$ cat config.mk
export PLATFORM = sky130hd
export DESIGN_NAME = led_bank_issuer
export DESIGN_NICKNAME = d
export VERILOG_FILES = /design/src/rtl/led_bank_issuer_pkg.sv /design/src/rtl/led_bank_bit_diff.sv /design/src/rtl/led_bank_issuer.sv
export SDC_FILE = /design/constraint.sdc
export NUM_CORES = 1
export LEC_CHECK = 0
export CORE_ASPECT_RATIO = 1.75
export CORE_MARGIN = 1
export CORE_UTILIZATION = 25
export DETAILED_ROUTE_END_ITERATION = 12
export GPL_TIMING_DRIVEN = 0
export PLACE_DENSITY_LB_ADDON = 0.2
export SLEW_MARGIN = 20
export SYNTH_ARGS = -nofsm -noshare
export SYNTH_HDL_FRONTEND = slang
export SYNTH_SLANG_ARGS = --single-unit
$ cat constraint.sdc
create_clock -name clock -period 4.15 [get_ports clock]
set_input_delay 0.415 -clock clock [delete_from_list [all_inputs] [get_ports clock]]
set_output_delay 0.415 -clock clock [all_outputs]
set_load 0.005 [all_outputs]
$ cat src/rtl/led_bank_issuer_pkg.sv
// Shared LedBank instruction definitions: opcodes, instruction width, field layout.
package LedBankDefs;
  localparam int INST_W  = 12;
  localparam int OPC_MSB = 11;
  localparam int OPC_LSB = 8;

  localparam logic [3:0] OP_NOP = 4'h0;
  localparam logic [3:0] OP_LDI = 4'h1;
  localparam logic [3:0] OP_LD0 = 4'h2;

  typedef logic [INST_W-1:0] inst_t;

  // LDn opcodes are contiguous starting at LD0, so n maps to LD0+n.
  function automatic logic [3:0] op_ldn(input logic [2:0] n);
    return OP_LD0 + {1'b0, n};
  endfunction

  function automatic inst_t mk_inst(input logic [3:0] op, input logic [OPC_LSB-1:0] imm);
    inst_t r;
    r = '0;
    r[OPC_MSB:OPC_LSB] = op;
    r[OPC_LSB-1:0]     = imm;
    return r;
  endfunction
endpackage

$ cat src/rtl/led_bank_bit_diff.sv
// Classifies the XOR between target and shadow: no change, one bit, or more.
module led_bank_bit_diff (
  input  logic [7:0] diff_i,
  output logic       zero_o,
  output logic       single_o,
  output logic [2:0] idx_o
);
  always_comb begin
    zero_o   = (diff_i == 8'h00);
    single_o = !zero_o && ((diff_i & (diff_i - 8'd1)) == 8'h00);
    idx_o    = 3'd0;
    for (int i = 0; i < 8; i++)
      if (diff_i[i]) idx_o = 3'(i);
  end
endmodule

$ cat src/rtl/led_bank_issuer.sv
// Turns whole LED target patterns into the cheapest LedBank instruction
// (none, LDn or LDI), tracking the resulting LED state in a shadow register.
module led_bank_issuer
  import LedBankDefs::*;
#(
  parameter int GapCycles = 0,
  parameter int CntWidth  = 4
) (
  input  logic              clock,
  input  logic              reset,
  input  logic [7:0]        req_pattern,
  input  logic              req_force,
  input  logic              req_valid,
  output logic              req_ready,
  output logic [INST_W-1:0] inst,
  output logic              inst_en,
  output logic [7:0]        shadow,
  output logic              busy
);
  localparam logic [1:0] S_IDLE  = 2'd0;
  localparam logic [1:0] S_ISSUE = 2'd1;
  localparam logic [1:0] S_GAP   = 2'd2;

  logic [1:0]          state_q, state_d;
  inst_t               inst_q, inst_d;
  logic                inst_en_q, inst_en_d;
  logic [7:0]          shadow_q, shadow_d;
  logic [7:0]          pend_q, pend_d;
  logic [CntWidth-1:0] cnt_q, cnt_d;

  logic       d_zero, d_single;
  logic [2:0] d_idx;

  led_bank_bit_diff u_diff (
    .diff_i  (req_pattern ^ shadow_q),
    .zero_o  (d_zero),
    .single_o(d_single),
    .idx_o   (d_idx)
  );

  always_comb begin
    state_d   = state_q;
    inst_d    = mk_inst(OP_NOP, 8'h00);
    inst_en_d = 1'b0;
    shadow_d  = shadow_q;
    pend_d    = pend_q;
    cnt_d     = cnt_q;
    case (state_q)
      S_IDLE: begin
        if (req_valid && !(d_zero && !req_force)) begin
          pend_d    = req_pattern;
          inst_en_d = 1'b1;
          state_d   = S_ISSUE;
          if (d_single && !req_force)
            inst_d = mk_inst(op_ldn(d_idx), {7'b0, req_pattern[d_idx]});
          else
            inst_d = mk_inst(OP_LDI, req_pattern);
        end
      end
      S_ISSUE: begin
        shadow_d = pend_q;
        if (GapCycles == 0) begin
          state_d = S_IDLE;
        end else begin
          cnt_d   = CntWidth'(GapCycles);
          state_d = S_GAP;
        end
      end
      S_GAP: begin
        // Leaving on count 1 yields exactly GapCycles idle cycles.
        if (cnt_q <= CntWidth'(1)) begin
          cnt_d   = '0;
          state_d = S_IDLE;
        end else begin
          cnt_d = cnt_q - CntWidth'(1);
        end
      end
      default: state_d = S_IDLE;
    endcase
  end

  always_ff @(posedge clock) begin
    if (reset) begin
      state_q   <= S_IDLE;
      inst_q    <= mk_inst(OP_NOP, 8'h00);
      inst_en_q <= 1'b0;
      shadow_q  <= 8'h00;
      pend_q    <= 8'h00;
      cnt_q     <= '0;
    end else begin
      state_q   <= state_d;
      inst_q    <= inst_d;
      inst_en_q <= inst_en_d;
      shadow_q  <= shadow_d;
      pend_q    <= pend_d;
      cnt_q     <= cnt_d;
    end
  end

  assign req_ready = (state_q == S_IDLE);
  assign busy      = (state_q != S_IDLE);
  assign inst      = inst_q;
  assign inst_en   = inst_en_q;
  assign shadow    = shadow_q;
endmodule
# --- After elaboration in Yosys (flattened, before gate mapping) ---
# Index checks and enable logic that the tools add are counted.
totals:
  input_bits: 12
  regBits: 35
op_classes:
  bitwise_logic: 5
  n_eq_ne: 4
  n_lt_le_gt_ge: 2
  n_addsub: 3
  n_reduce_logical: 17
  n_mux: 15
ops:
  columns: ["operator", "count"]
  rows:
  - ["$logic_not 8->1", 2]
  - ["$mux 3", 4]
  - ["$mux 9", 1]
  - ["$and 8x8->8", 1]
  - ["$mux 2", 4]
  - ["$reduce_or 4->1", 2]
  - ["$sub 8x1->8 const B", 1]
  - ["$xor 8x8->8", 1]
  - ["$add 2x3->4 const A", 1]
  - ["$le 4x1->1 const B", 1]
  - ["$logic_and 1x1->1", 4]
  - ["$lt 3x4->1 const B", 1]
  - ["$mux 4", 1]
  - ["$pmux 2 s2", 1]
  - ["$reduce_and 2->1", 2]
  - ["$sub 4x1->4 const B", 1]
  - ["$bmux 1 s3", 1]
  - ["$logic_not 1->1", 3]
  - ["$mux 1", 3]
  - ["$not 1->1", 3]
  - ["$reduce_or 3->1", 1]
  - ["$eq 2x1->1 const B", 1]
  - ["$eq 2x2->1 const B", 1]
  - ["$logic_not 2->1", 1]
  - ["4 further kinds", 4]

# --- Logic depth before layout (Yosys ltp) ---
depth:
  ltp_word: 11
  mapped_depth: 9
  depth_no_buf: 7

# --- Hierarchy ---
# From an unflattened synthesis, not the netlist that was laid out.
hier_totals:
  hier_cells: 136
  hier_area_um2: 1287.5
by_module_without_submodules:
  columns: ["module", "instances", "area_per_inst_um2", "seq_area_each_um2", "cells_each"]
  rows:
  - ["led_bank_issuer", 1, 1158.6, 600.6, 117]
  - ["led_bank_bit_diff", 1, 128.9, 0.0, 19]

# --- Worst setup path before layout ---
# No wires, ideal clock.
synth_path:
  path_kind: "input -> register"
  startpoint: "input port req_pattern[4]"
  endpoint: "register inst_q[1], in the netlist inst[1]"
  setup_ns: 0.115
  t_arrival_ns: 1.760
  path_stages: 8
  path_buffers: 2
  setup_slack_ns: 2.275
  cell_sequence: "buf_6 -> xnor2_1 -> nand4_2 -> o311ai_2 -> buf_6 -> or2_4 -> nor2_2 -> and2_1"
synth_between:
  elab_chain_len: 7
  elab_cells_between_ends: 13
synth_rtl:
  columns: ["item", "line_no", "text"]
  rows:
  - ["start, declared", "led_bank_issuer.sv:11", "input logic [7:0] req_pattern,"]
  - ["$xor 8x8->8 *", "led_bank_issuer.sv:35", ".diff_i (req_pattern ^ shadow_q),"]
  - ["$sub 8x1->8 / $logic_not 8->1 (equally long branches)", "led_bank_bit_diff.sv:10, led_bank_bit_diff.sv:9", null]
  - ["$and 8x8->8 / $logic_and 1x1->1 (equally long branches)", "led_bank_bit_diff.sv:10, led_bank_issuer.sv:50", null]
  - ["$logic_not 8->1 / $logic_not 1->1 (equally long branches)", "led_bank_bit_diff.sv:10, led_bank_issuer.sv:50", null]
  - ["$logic_and 1x1->1, on equally long branches", "led_bank_bit_diff.sv:10, led_bank_issuer.sv:50", null]
  - ["$logic_and 1x1->1 / $not 1->1 (equally long branches)", null, null]
  - ["$reduce_or 4->1 (no source line) *", null, null]
  - ["end signal, assigned", "led_bank_issuer.sv:85", "inst_q <= mk_inst(OP_NOP, 8'h00);"]
  - ["end signal, assigned", "led_bank_issuer.sv:92", "inst_q <= inst_d;"]
  - ["end, declared", "led_bank_issuer.sv:25", "inst_t inst_q, inst_d;"]
# Mark *: on every way between the ends. The rest lies on a longest branch, timed or not.
# A chain may end at the register's enable or synchronous reset.

# --- Final worst setup path ---
layout_path:
  startpoint: "input port req_pattern[1]"
  endpoint: "register inst_q[2], in the netlist inst[2]"
# Same word-level chain as after synthesis.

==> flow_summary_export.csv <==
group,metric,value,unit
worst_setup_path,critical_path.max_fanout,10,
worst_setup_path,startpoint_type,"input pin",
finish,drive_gt1_share,12.07,%
clocking,cts_resized,0,
placed_design,io_buffers,32,
drt,ant_nets,0,
finish,nNetsFinal,187,
clocking,cts_setup_buffers,0,
global_routing,grt_pass1_wl,5.257,mm
worst_setup_path,crit_buf_inv,2,
worst_setup_path,cp.depth,8,
timing,min_period_over_period,56.85,%
logic_synthesis,netlist-cell-type-count,39,
logic_synthesis,yosys_most_used_dff,"dfxtp_1",
finish,nFillCells,567,
worst_setup_path,slowest_stage,"clkdlybuf4s50_1",
placed_design,dp_hpwl,2.526,mm
timing,setup_tns,0,ns
timing,slew_headroom,53.51,%
clocking,htree_levels,2,
floorplan,fp-row-count,35,
clocking,root_buffer,"clkbuf_8",
drt,viasPerCell,4.825,
clocking,insertion_delay,0.28,ns
worst_setup_path,worstPathCellList,"clkdlybuf4s50_1 > xnor2_1 > nand4_1 > o311ai_2 > buf_6 > or2_4 > nor2_2 > and2_1",
clocking,cts_made_buffers,5,
drt,wire_per_inst,13.80,um
finish,syn_to_final_growth,34.81,%
global_routing,grt_use_total,12.32,%
timing,setup_violations,0,
logic_synthesis,synth_async_sr_flop_share,0,%
timing,rsz0062_at_grt,"false",
worst_setup_path,required,4.32,ns
timing,timing.fmax,423.8,MHz
outcome,status,"complete, but fails checks",
pwr,irDropWorstVdd,159.8,uV
floorplan,dieArea,0.005730,mm2
drt,drt_iter0_drc,19,
worst_setup_path,crit_type,"input pin to register",
logic_synthesis,postSynthCellCount,136,
timing,hold_violations,0,
global_routing,antenna_found_initial,0,
floorplan,core_area,0.005255,mm2
logic_synthesis,synth_edf_count,0,
logic_synthesis,avgSynthCellArea,9.964,um2
clocking,clk_pin_slew,0.06,ns
timing,tightest_slew,0.6973,ns
floorplan,die_h,99.39,um
global_routing,grt_max_degree,11,
worst_setup_path,worstSetupEndpointType,"register",
logic_synthesis,synth-seq-area-share,44.32,%
global_routing,grt_pass1_vias,1155,
worst_setup_path,cpLargestDelayFamily,"buffers and inverters",
worst_setup_path,critPathLaunch,"req_pattern[1]",
job,drv_cap,0,
hold_path,hp-class,"input pin to register",
global_routing,overflow,0,
drt,firstDrtPassIters,7,
worst_setup_path,reg2reg_depth,7,
clocking,hold_buffers,0,
floorplan,die_w,57.65,um
hold_path,min_from,"req_pattern[4]",
drt,drc,3,
drt,postRouteWirelength,3.160,mm
pwr,powerDensity,343.1,mW/mm2
logic_synthesis,synth_fp_nets,148,
clocking,clk_path_buf_depth,2,
worst_setup_path,cpPeakStageDelay,0.49,ns
clocking,clock-sinks,30,
placed_design,place_area,0.001744,mm2
hold_path,whs_path_depth,2,
timing,slew_viol_final,0,
finish,n_antenna_cell,0,
logic_synthesis,synthesis.area,0.001355,mm2
floorplan,start_util,25.79,%
worst_setup_path,worstPathArrival,2.53,ns
timing,skew,0.004982,ns
outcome,violations,"DRC",
timing,min_period,2.359,ns
floorplan,ios,35,
worst_setup_path,r2r-start,"shadow[1]",
logic_synthesis,ys_ff_latch,30,
drt,vias,1105,
logic_synthesis,ys_warn_count,0,
pwr,p_leak,0.7128,nW
clocking,cts_tree,"done",
placed_design,place_congestion,0.9282,
finish,design_area,0.001827,mm2
## per-stage QoR
step	utilization, %	hold WS [ns]	std cells	setup WS, ns	total power [W]
after CTS	34.76	0.3817	229	1.782	0.0006368
after global routing	34.76	0.3951	229	1.650	0.0006583
after floorplan	-	0.4542	136	2.275	0.0003677
after global placement	33.19	0.4711	223	1.546	0.0004066
final	34.76	0.3837	229	1.791	0.0006268
after detailed placement	33.19	0.4855	223	1.493	0.0004090
## where the power goes
group | internal [W] | total, W | switching, W
clock | 0.000127 | 0.000225 | 0.0000977
combinational | 0.0000486 | 0.0000959 | 0.0000474
sequential | 0.000300 | 0.000306 | 0.00000606
## final cells by class
cell class | count | area [um2] | area share [%]
buffer | 5 | 33.78 | 1.849
clock buffer | 6 | 82.58 | 4.521
inverter | 4 | 15.01 | 0.8219
multi-input combinational | 97 | 705.7 | 38.63
sequential | 30 | 600.6 | 32.88
tap | 55 | 68.82 | 3.767
timing repair buffer | 32 | 320.3 | 17.53
## path summary, 6_finish.rpt
kind / slack (ns) / end
max reg2reg: 2.11 / inst[2]
min: 0.38 / inst[4]
max: 1.79 / inst[2]
min reg2reg: 0.49 / shadow[0]
## kinds of logic after synthesis
logic type	count (synthesis)	synth area share, %
AOI/OAI and AO/OA	20	11.54
xor gates and xnor gates	11	8.772
adders and majority gates	1	0.7387
buffers and inverters	9	3.601
DFF	30	44.32
muxes	19	14.31
and+or+nand+nor	46	16.71
## synth_stat cells, types with 2 or more instances
cell type	number	area (um2)
nor3_1	2	10.01
nor2b_1	2	12.51
xnor2_1	5	43.79
nor2_1	21	78.83
inv_1	2	7.510
xor2_1	3	26.28
o211ai_1	3	22.52
buf_6	2	22.52
nand2b_1	2	12.51
dfxtp_1	30	600.6
a211oi_1	2	15.01
xnor2_2	3	48.80
mux2_1	2	22.52
mux2i_1	16	160.2
and2_1	6	37.54
nand2_1	6	22.52
a21oi_1	4	20.02
inv_2	2	7.510
clkbuf_1	3	11.26
## cells in the final DEF (no fill, tap or decap), types with 2 or more instances in the layout
cell type and count:
clkdlybuf4s50_1 32, mux2i_1 16, xnor2_1 5, mux2_1 2
buf_6 2, clkbuf_8 6, nand2b_1 2, inv_1 2
inv_2 2, xnor2_2 3, xor2_1 3, a21oi_1 4
nor2b_1 2, nor2_1 21, dfxtp_1 30, a211oi_1 2
and2_1 6, nor3_1 2, clkbuf_1 3, o211ai_1 3
nand2_1 6
## registers in the layout (all words and copies together), names as in the netlist
name / cells
pend_q: 8
inst_en: 1
state_q: 1
inst: 12
shadow: 8
## metal layers
| metal | GRT usage (%) | vias to the layer above | wire length [um] |
|---|---|---|---|
| met1 | 11.25 | 522 | 1154 |
| met2 | 22.81 | 24 | 1764 |
| met3 | 2.861 | 11 | 109 |
| li1 | - | 548 | - |
| met4 | 8.974 | 0 | 131 |
| met5 | 0 | - | 0 |
Note: power is estimated with default switching activity, not from simulation.
